==> src/rtl/add_sub_pipe_if.sv <==
// rtl/add_sub_pipe_if.sv - operand/result handshake bundle for add_sub_pipe
//
// Purpose: groups the input channel (operands, opcode, saturation select)
// and the output channel (result, overflow) with their valid/ready pairs.
// Port summary:
//   in_valid/in_ready   : operand channel handshake
//   a, b                : signed WIDTH-bit operands
//   opcode              : 0 = a+b, 1 = a-b
//   sat                 : saturate on overflow
//   out_valid/out_ready : result channel handshake
//   sum, ovf            : signed result and its overflow flag
// Modports: slave = the arithmetic block, master = the operand source and
// result consumer.
interface add_sub_pipe_if #(
  parameter int WIDTH = 8
);
  logic             in_valid;
  logic             in_ready;
  logic [WIDTH-1:0] a;
  logic [WIDTH-1:0] b;
  logic             opcode;
  logic             sat;
  logic             out_valid;
  logic             out_ready;
  logic [WIDTH-1:0] sum;
  logic             ovf;

  modport slave (
    input  in_valid, a, b, opcode, sat, out_ready,
    output in_ready, out_valid, sum, ovf
  );

  modport master (
    output in_valid, a, b, opcode, sat, out_ready,
    input  in_ready, out_valid, sum, ovf
  );
endinterface

==> src/rtl/add_sub_pipe.sv <==
// rtl/add_sub_pipe.sv - two-stage handshaked signed add/subtract with saturation
//
// Purpose: accepts operand pairs on a valid/ready channel, registers them in
// stage 1, computes the two's-complement add or subtract (optionally
// saturated) into stage 2 and presents it on a valid/ready result channel.
// Also keeps a sticky overflow flag and a count of transferred results.
// Port summary:
//   clk        : rising-edge clock
//   rst_n      : asynchronous active-low reset
//   bus        : add_sub_pipe_if.slave (operand and result channels)
//   clr_sticky : synchronous clear of sticky_ovf (a same-cycle set wins)
//   sticky_ovf : set by any transferred result with ovf = 1
//   op_count   : transferred results, modulo 2^CNT_W
module add_sub_pipe #(
  parameter int WIDTH = 8,
  parameter int CNT_W = 8
) (
  input  logic             clk,
  input  logic             rst_n,
  add_sub_pipe_if.slave    bus,
  input  logic             clr_sticky,
  output logic             sticky_ovf,
  output logic [CNT_W-1:0] op_count
);

  // Stage 1: captured operands
  logic             s1_valid_q, s1_valid_d;
  logic [WIDTH-1:0] s1_a_q, s1_a_d;
  logic [WIDTH-1:0] s1_b_q, s1_b_d;
  logic             s1_op_q, s1_op_d;
  logic             s1_sat_q, s1_sat_d;

  // Stage 2: result
  logic             s2_valid_q, s2_valid_d;
  logic [WIDTH-1:0] s2_sum_q, s2_sum_d;
  logic             s2_ovf_q, s2_ovf_d;

  // Status
  logic             sticky_q, sticky_d;
  logic [CNT_W-1:0] cnt_q, cnt_d;

  // Handshake events
  logic in_acc;
  logic s1_adv;
  logic out_xfer;

  // Arithmetic on stage-1 contents
  logic [WIDTH-1:0] b_eff;
  logic [WIDTH-1:0] raw;
  logic             a_msb;
  logic             b_msb;
  logic             r_msb;
  logic             ovf_c;
  logic [WIDTH-1:0] sat_val;
  logic [WIDTH-1:0] res_c;

  assign out_xfer = s2_valid_q && bus.out_ready;
  // Stage 1 may move on when stage 2 is empty or being drained this cycle.
  assign s1_adv   = s1_valid_q && (!s2_valid_q || out_xfer);
  // Combinational through out_ready so a full pipe still streams one per cycle.
  assign bus.in_ready = !s1_valid_q || s1_adv;
  assign in_acc   = bus.in_valid && bus.in_ready;

  always_comb begin
    b_eff = s1_b_q;
    if (s1_op_q) begin
      b_eff = ~s1_b_q;
    end
    // Subtract is a + ~b + 1; the +1 rides in as the opcode bit.
    raw   = s1_a_q + b_eff + {{(WIDTH-1){1'b0}}, s1_op_q};
    a_msb = s1_a_q[WIDTH-1];
    b_msb = s1_b_q[WIDTH-1];
    r_msb = raw[WIDTH-1];
    if (s1_op_q) begin
      ovf_c = (a_msb != b_msb) && (r_msb != a_msb);
    end else begin
      ovf_c = (a_msb == b_msb) && (r_msb != a_msb);
    end
    // On overflow the true result always has the sign of a.
    if (a_msb) begin
      sat_val = {1'b1, {(WIDTH-1){1'b0}}};
    end else begin
      sat_val = {1'b0, {(WIDTH-1){1'b1}}};
    end
    res_c = raw;
    if (s1_sat_q && ovf_c) begin
      res_c = sat_val;
    end
  end

  always_comb begin
    s1_valid_d = s1_valid_q;
    s1_a_d     = s1_a_q;
    s1_b_d     = s1_b_q;
    s1_op_d    = s1_op_q;
    s1_sat_d   = s1_sat_q;
    s2_valid_d = s2_valid_q;
    s2_sum_d   = s2_sum_q;
    s2_ovf_d   = s2_ovf_q;
    sticky_d   = sticky_q;
    cnt_d      = cnt_q;

    if (in_acc) begin
      s1_valid_d = 1'b1;
      s1_a_d     = bus.a;
      s1_b_d     = bus.b;
      s1_op_d    = bus.opcode;
      s1_sat_d   = bus.sat;
    end else if (s1_adv) begin
      s1_valid_d = 1'b0;
    end

    if (s1_adv) begin
      s2_valid_d = 1'b1;
      s2_sum_d   = res_c;
      s2_ovf_d   = ovf_c;
    end else if (out_xfer) begin
      s2_valid_d = 1'b0;
    end

    // Set has priority over a same-cycle clear.
    if (out_xfer && s2_ovf_q) begin
      sticky_d = 1'b1;
    end else if (clr_sticky) begin
      sticky_d = 1'b0;
    end

    if (out_xfer) begin
      cnt_d = cnt_q + 1'b1;
    end
  end

  always_ff @(posedge clk or negedge rst_n) begin
    if (!rst_n) begin
      s1_valid_q <= 1'b0;
      s1_a_q     <= '0;
      s1_b_q     <= '0;
      s1_op_q    <= 1'b0;
      s1_sat_q   <= 1'b0;
      s2_valid_q <= 1'b0;
      s2_sum_q   <= '0;
      s2_ovf_q   <= 1'b0;
      sticky_q   <= 1'b0;
      cnt_q      <= '0;
    end else begin
      s1_valid_q <= s1_valid_d;
      s1_a_q     <= s1_a_d;
      s1_b_q     <= s1_b_d;
      s1_op_q    <= s1_op_d;
      s1_sat_q   <= s1_sat_d;
      s2_valid_q <= s2_valid_d;
      s2_sum_q   <= s2_sum_d;
      s2_ovf_q   <= s2_ovf_d;
      sticky_q   <= sticky_d;
      cnt_q      <= cnt_d;
    end
  end

  assign bus.out_valid = s2_valid_q;
  assign bus.sum       = s2_sum_q;
  assign bus.ovf       = s2_ovf_q;
  assign sticky_ovf    = sticky_q;
  assign op_count      = cnt_q;

endmodule

==> src/flat_wrapper.sv <==
// flat-port wrapper written by rule: the top's interface ports become plain ports
module add_sub_pipe_flat 
#(
  parameter int WIDTH = 8,
  parameter int CNT_W = 8
)
  (clk, rst_n, clr_sticky, sticky_ovf, op_count, bus_in_valid, bus_a, bus_b, bus_opcode, bus_sat, bus_out_ready, bus_in_ready, bus_out_valid, bus_sum, bus_ovf);
  add_sub_pipe_if #(.WIDTH(WIDTH)) bus_i ();
  input  logic clk;
  input  logic rst_n;
  input  logic clr_sticky;
  output logic sticky_ovf;
  output logic [CNT_W-1:0] op_count;
  input wire logic [$bits(bus_i.in_valid)-1:0] bus_in_valid;
  input wire logic [$bits(bus_i.a)-1:0] bus_a;
  input wire logic [$bits(bus_i.b)-1:0] bus_b;
  input wire logic [$bits(bus_i.opcode)-1:0] bus_opcode;
  input wire logic [$bits(bus_i.sat)-1:0] bus_sat;
  input wire logic [$bits(bus_i.out_ready)-1:0] bus_out_ready;
  output wire logic [$bits(bus_i.in_ready)-1:0] bus_in_ready;
  output wire logic [$bits(bus_i.out_valid)-1:0] bus_out_valid;
  output wire logic [$bits(bus_i.sum)-1:0] bus_sum;
  output wire logic [$bits(bus_i.ovf)-1:0] bus_ovf;
  assign bus_i.in_valid = bus_in_valid;
  assign bus_i.a = bus_a;
  assign bus_i.b = bus_b;
  assign bus_i.opcode = bus_opcode;
  assign bus_i.sat = bus_sat;
  assign bus_i.out_ready = bus_out_ready;
  assign bus_in_ready = bus_i.in_ready;
  assign bus_out_valid = bus_i.out_valid;
  assign bus_sum = bus_i.sum;
  assign bus_ovf = bus_i.ovf;
  add_sub_pipe #(.WIDTH(WIDTH), .CNT_W(CNT_W)) u_core (.clk(clk), .rst_n(rst_n), .bus(bus_i), .clr_sticky(clr_sticky), .sticky_ovf(sticky_ovf), .op_count(op_count));
endmodule
==> config.mk <==
export PLATFORM = sky130hd
export DESIGN_NAME = add_sub_pipe_flat
export DESIGN_NICKNAME = d
export VERILOG_FILES = /design/src/rtl/add_sub_pipe_if.sv /design/src/rtl/add_sub_pipe.sv /design/src/flat_wrapper.sv
export SDC_FILE = /design/constraint.sdc
export NUM_CORES = 1
export LEC_CHECK = 0
export BUFFER_PORTS_ARGS = -buffer_cell sky130_fd_sc_hd__buf_2
export CAP_MARGIN = 20
export CORE_MARGIN = 2
export CORE_UTILIZATION = 40
export DETAILED_ROUTE_END_ITERATION = 6
export HOLD_SLACK_MARGIN = 0.08
export PLACE_DENSITY = 0.73
export SYNTH_ARGS = -nofsm -noshare
export SYNTH_HDL_FRONTEND = slang
export SYNTH_SLANG_ARGS = --single-unit
==> constraint.sdc <==
create_clock -name clk -period 2.5 [get_ports clk]
set_input_delay 0.625 -clock clk [delete_from_list [all_inputs] [get_ports clk]]
set_output_delay 0.625 -clock clk [all_outputs]
set_load 0.01 [all_outputs]
---- Yosys cells after proc, flatten, opt, wreduce, memory -nomap -nowiden ----
Index checks and enable logic that the tools add are counted.
word-level totals
  word-level logic and storage cells ...... 41
  register bits after elaboration ......... 38
operators by class
  $add $sub $neg .......................... 3
  muxes and demuxes ....................... 10
  bitwise logic cells ..................... 1
  equal/unequal tests ..................... 3
  reduce and logical (&&, ||, !) cells .... 14
operators with widths
  operator                                                       count
  8-bit two-way mux                                              3
  8-bit by 1-bit adder with 8-bit output                         1
  8-bit by 1-bit adder with 8-bit output, second input constant  1
  8-bit adder                                                    1
  8-bit NOT                                                      1
  1-bit logical AND                                              7
  1-bit two-way mux                                              7
  2-bit nonzero test                                             3
  1-bit logical NOT                                              2
  1-bit logical OR                                               2
  1-bit != test                                                  2
  1-bit == test                                                  1

---- Longest topological paths before layout ----
  depth in word-level cells ............... 9
  mapped depth ............................ 9

---- Worst setup path before layout ----
No wires, ideal clock.
  path type ............................... register -> register
  start point ............................. register u_core.s1_op_q
  end point ............................... register u_core.s2_sum_q[0], in the netlist u_core.bus.sum[0]
  path buffers ............................ 1
  cell stages (with the launch flop) ...... 9
  arrival time ............................ 1995 ps
  data required time ...................... 2377 ps
  slack ................................... 382 ps
  cell sequence ........................... dfrtp_1 buf_6 xor2_1 ha_1 a21oi_1 o22ai_2 a311oi_2 nand4_2 o221a_2
on the way
  cells in the longest elaborated chain, start to end .. 8
  elaborated cells between the ends (all ways) .. 9
  classes of those cells .................. add/sub: 2; eq/ne: 1; mux: 3; reduce/logical: 3
RTL lines
  element                                      line                                    source
  start: declaration                           add_sub_pipe.sv:30                      logic s1_op_q, s1_op_d;
  start signal: assignment                     add_sub_pipe.sv:149                     s1_op_q <= s1_op_d;
  8-bit two-way mux                            add_sub_pipe.sv:66                      if (s1_op_q) begin
  8-bit adder                                  add_sub_pipe.sv:70                      raw = s1_a_q + b_eff + {{(WIDTH-1){1'b0}}, s1_op_q};
  8-bit by 1-bit adder with 8-bit output       add_sub_pipe.sv:70
  1-bit != test                                add_sub_pipe.sv:75, add_sub_pipe.sv:77
  1-bit logical AND, on equally long branches  add_sub_pipe.sv:77, add_sub_pipe.sv:75
  1-bit two-way mux                            add_sub_pipe.sv:74                      if (s1_op_q) begin
  1-bit logical AND                            add_sub_pipe.sv:86                      if (s1_sat_q && ovf_c) begin
  8-bit two-way mux (*)                        add_sub_pipe.sv:86
  end signal: assignment                       add_sub_pipe.sv:152                     s2_sum_q <= s2_sum_d;
  end: declaration                             add_sub_pipe.sv:35                      logic [WIDTH-1:0] s2_sum_q, s2_sum_d;
Mark *: on every way between the ends. The rest lies on a longest branch, timed or not.
A chain may end at the register's enable or synchronous reset.

---- Worst setup path in the final report ----
  start point ............................. register u_core.s1_op_q
  end point ............................... register u_core.s2_sum_q[7], in the netlist u_core.bus.sum[7]
Same word-level chain as after synthesis.

==> run metrics <==
Ant. Diodes=0; Leakage=0.00106 uW; RSZ-0062 raised after global routing=no; initial antenna violation count=0; Total GRT Usage=13.8%; average size of a mapped cell=12.0 um^2; Die X=73.5 um; top_reg_cell synth=dfrtp_1; layout cells sized above 1=42.1%; Hold Buf Count CTS=0; worst flop-to-flop path endpoint=u_core.bus.sum[7]; fill cell count=442; Initial Utilization=41.2%; dpl hpwl=2.58 mm; Max Slew Vio Count=0; asr flop ratio synth=100%; clock latency on the worst-skew pair=0.28 ns; GR Overflow Total=0; Area Overhead vs Synth=19.5%; largest net degree at the start of global routing=39; Worst setup SP type=register; router iterations before antenna repair=4; drt initial violations=109; TritonCTS clock tree=built; fin cells=263; Multi-input gate area=945 um^2; WL per Instance=13.0 um; Port Buf Inserts=42; Placed Cells incl. Taps=255; H-tree depth=2; final core occ=49.3%; WL final=3.42 mm; Clock Skew=0.00741 ns; worst min path class=in2async; fmax=0.425 GHz; final period demand of the worst path=2.35 ns; crit end category=register; CTS sink count=38; chip height=73.5 um; sequential area share after synthesis=49.2%; Routed Antenna Nets=0; Post-layout nets=240; arrival time at the worst endpoint=2.48 ns; post-route clock period utilization=94.2%; clock slew at reported path FFs=0.07 ns; Slew @ Worst Pin=0.805 ns; first-pass GRT wire length=5.60 mm; PwrDens=976 nW/um^2; Placer Congestion=0.738; row count=25; Synth warnings=0; Crit Path Class=reg2reg; Final setup viols=0; Mapped Nets=193; vias in the first global route=1214; full die area=5410 um^2; Yosys reg bits=38; Synth area leader=dfrtp_1; status=finished, final reports clean; Cell Area, Synth=1930 um^2; Setup crit end=u_core.bus.sum[7]; VDD IR max=0.000457 V; post-synth cell types=40; TritonCTS buffer count=5; share of the synthesized area in the top cell type=49.2%; IO Count=43; CTS root buf=clkbuf_8; CTS Buffer Depth=2; Hold Fails Final Rpt=0; Via-to-Cell Ratio=5.06; Crit. Startpoint=u_core.s1_op_q; largest fanout on the critical path=10; Max-Cap Viols=0; reg2reg setup slack=0.15 ns; worst r2r src=u_core.s1_op_q; Synth area leaders=dfrtp_1, mux2_2, xor2_1, ha_1, o221a_2; EDFF count, synth=0; Fin Setup TNS=0 ns; cell depth of the worst flop-to-flop path=7; WP data required=2.63 ns; register area=952 um^2; Worst slew margin=46.3%; gate count of the mapped netlist=161; core area=4690 um^2; drt drc=0; Vias=1332
-- cell usage in the layout, fill, tap and decap left out, types with 2 or more instances in the layout --
cell type   n
o21ai_0     2
buf_2      42
nand2_1    12
xnor2_1     8
buf_4       3
a21oi_1     4
ha_1        8
inv_1       5
nor2_1     10
mux2_2     19
clkbuf_8    6
o221a_2     7
dfrtp_1    37
xor2_1     12
nand3_1     2
nand4_1     2
nand2b_1    4
-- power by group --
group          total, uW  internal [uW]  switching (uW)
logic                896            454             443
clock network        430            222             209
registers            929            783             146
total               2260           1460             798
-- per-layer routing --
| layer | GRT usage (%) | vias to the layer above | wire length (um) |
|---|---|---|---|
| met5 | 0 | - | 0 |
| met4 | 4.85 | 0 | 53 |
| met3 | 4.39 | 5 | 168 |
| met2 | 22.0 | 29 | 1610 |
| met1 | 17.5 | 627 | 1580 |
| li1 | - | 671 | - |
-- final cells by class --
cell class	count	share of cell area (%)
Sequential cell	38	41.2
Multi-Input combinational cell	113	40.9
Tap cell	54	2.92
Clock inverter	2	0.541
Timing Repair Buffer	45	10.1
Inverter	5	0.812
Clock buffer	6	3.57
-- cell usage after synthesis, types with 2 or more instances --
cell type,instances
nand2b_1,4
o21ai_0,2
buf_2,2
nand3_1,2
o221a_2,7
inv_1,5
xor2_1,12
nor2_1,10
nand4_1,2
nand2_1,12
a21oi_1,5
dfrtp_1,38
mux2_2,19
ha_1,8
xnor2_1,8
-- worst min-delay path by stage --
| stage | slack (ns) | startpoint | depth (start not counted) | endpoint |
|---|---|---|---|---|
| global route | 0.50 | rst_n | 1 | u_core.s1_a_q[4] |
| global placement | 0.46 | u_core.op_count[7] | 1 | u_core.op_count[7] |
| CTS | 0.46 | rst_n | 1 | u_core.s1_a_q[3] |
| floorplan | 0.33 | rst_n | 0 | u_core.bus.out_valid |
| finish | 0.43 | rst_n | 1 | u_core.s1_a_q[3] |
| detailed placement | 0.48 | u_core.op_count[7] | 1 | u_core.op_count[7] |
-- per-stage QoR --
stage	area [um^2]	setup WS [ns]	power [uW]	hold slack (ns)
CTS	2300	0.112	2270	0.458
detailed placement	2200	0.0247	1830	0.476
global route	2310	0.00402	2430	0.497
global placement	2200	0.0788	1810	0.455
floorplan	1930	0.382	1550	0.329
finish	2310	0.146	2260	0.427
-- state kept, by name, indices dropped and copies added, names as in the netlist --
register and cells:
u_core.sticky_ovf 1, u_core.s1_b_q 8, u_core.s1_a_q 8, u_core.bus.ovf 1
u_core.op_count 8, u_core.bus.sum 8, u_core.s1_op_q 1, u_core.s1_sat_q 1
u_core.bus.out_valid 1, u_core.s1_valid_q 1
-- critical path, cell delays in order, from the launching register on --
cell and delay (ns):
dfrtp_2 0.51, xor2_1 0.21, ha_1 0.39, a21oi_2 0.09, o22ai_2 0.26, a311oi_2 0.17
a2111oi_1 0.48, a311oi_1 0.10
-- cells by family (layout without fill, tap and decap cells) --
group | Yosys count | count (layout) | synth area share, %
AO/OA/AOI/OAI | 27 | 27 | 11.7
XOR/XNOR | 20 | 20 | 9.06
adder cells (fa/ha/maj) | 9 | 9 | 6.21
buffers and inverters | 10 | 58 | 2.52
flip-flops | 38 | 38 | 49.2
multiplexers | 20 | 20 | 11.8
AND/OR/NAND/NOR | 37 | 37 | 9.57
-- what timing repair did --
action / CTS / global route
setup endpoints to repair: 1 / 8
setup buffers: 0 / 0
resized for setup: 1 / 3
pin swaps: 0 / 1
(Power assumes the default switching activity.)
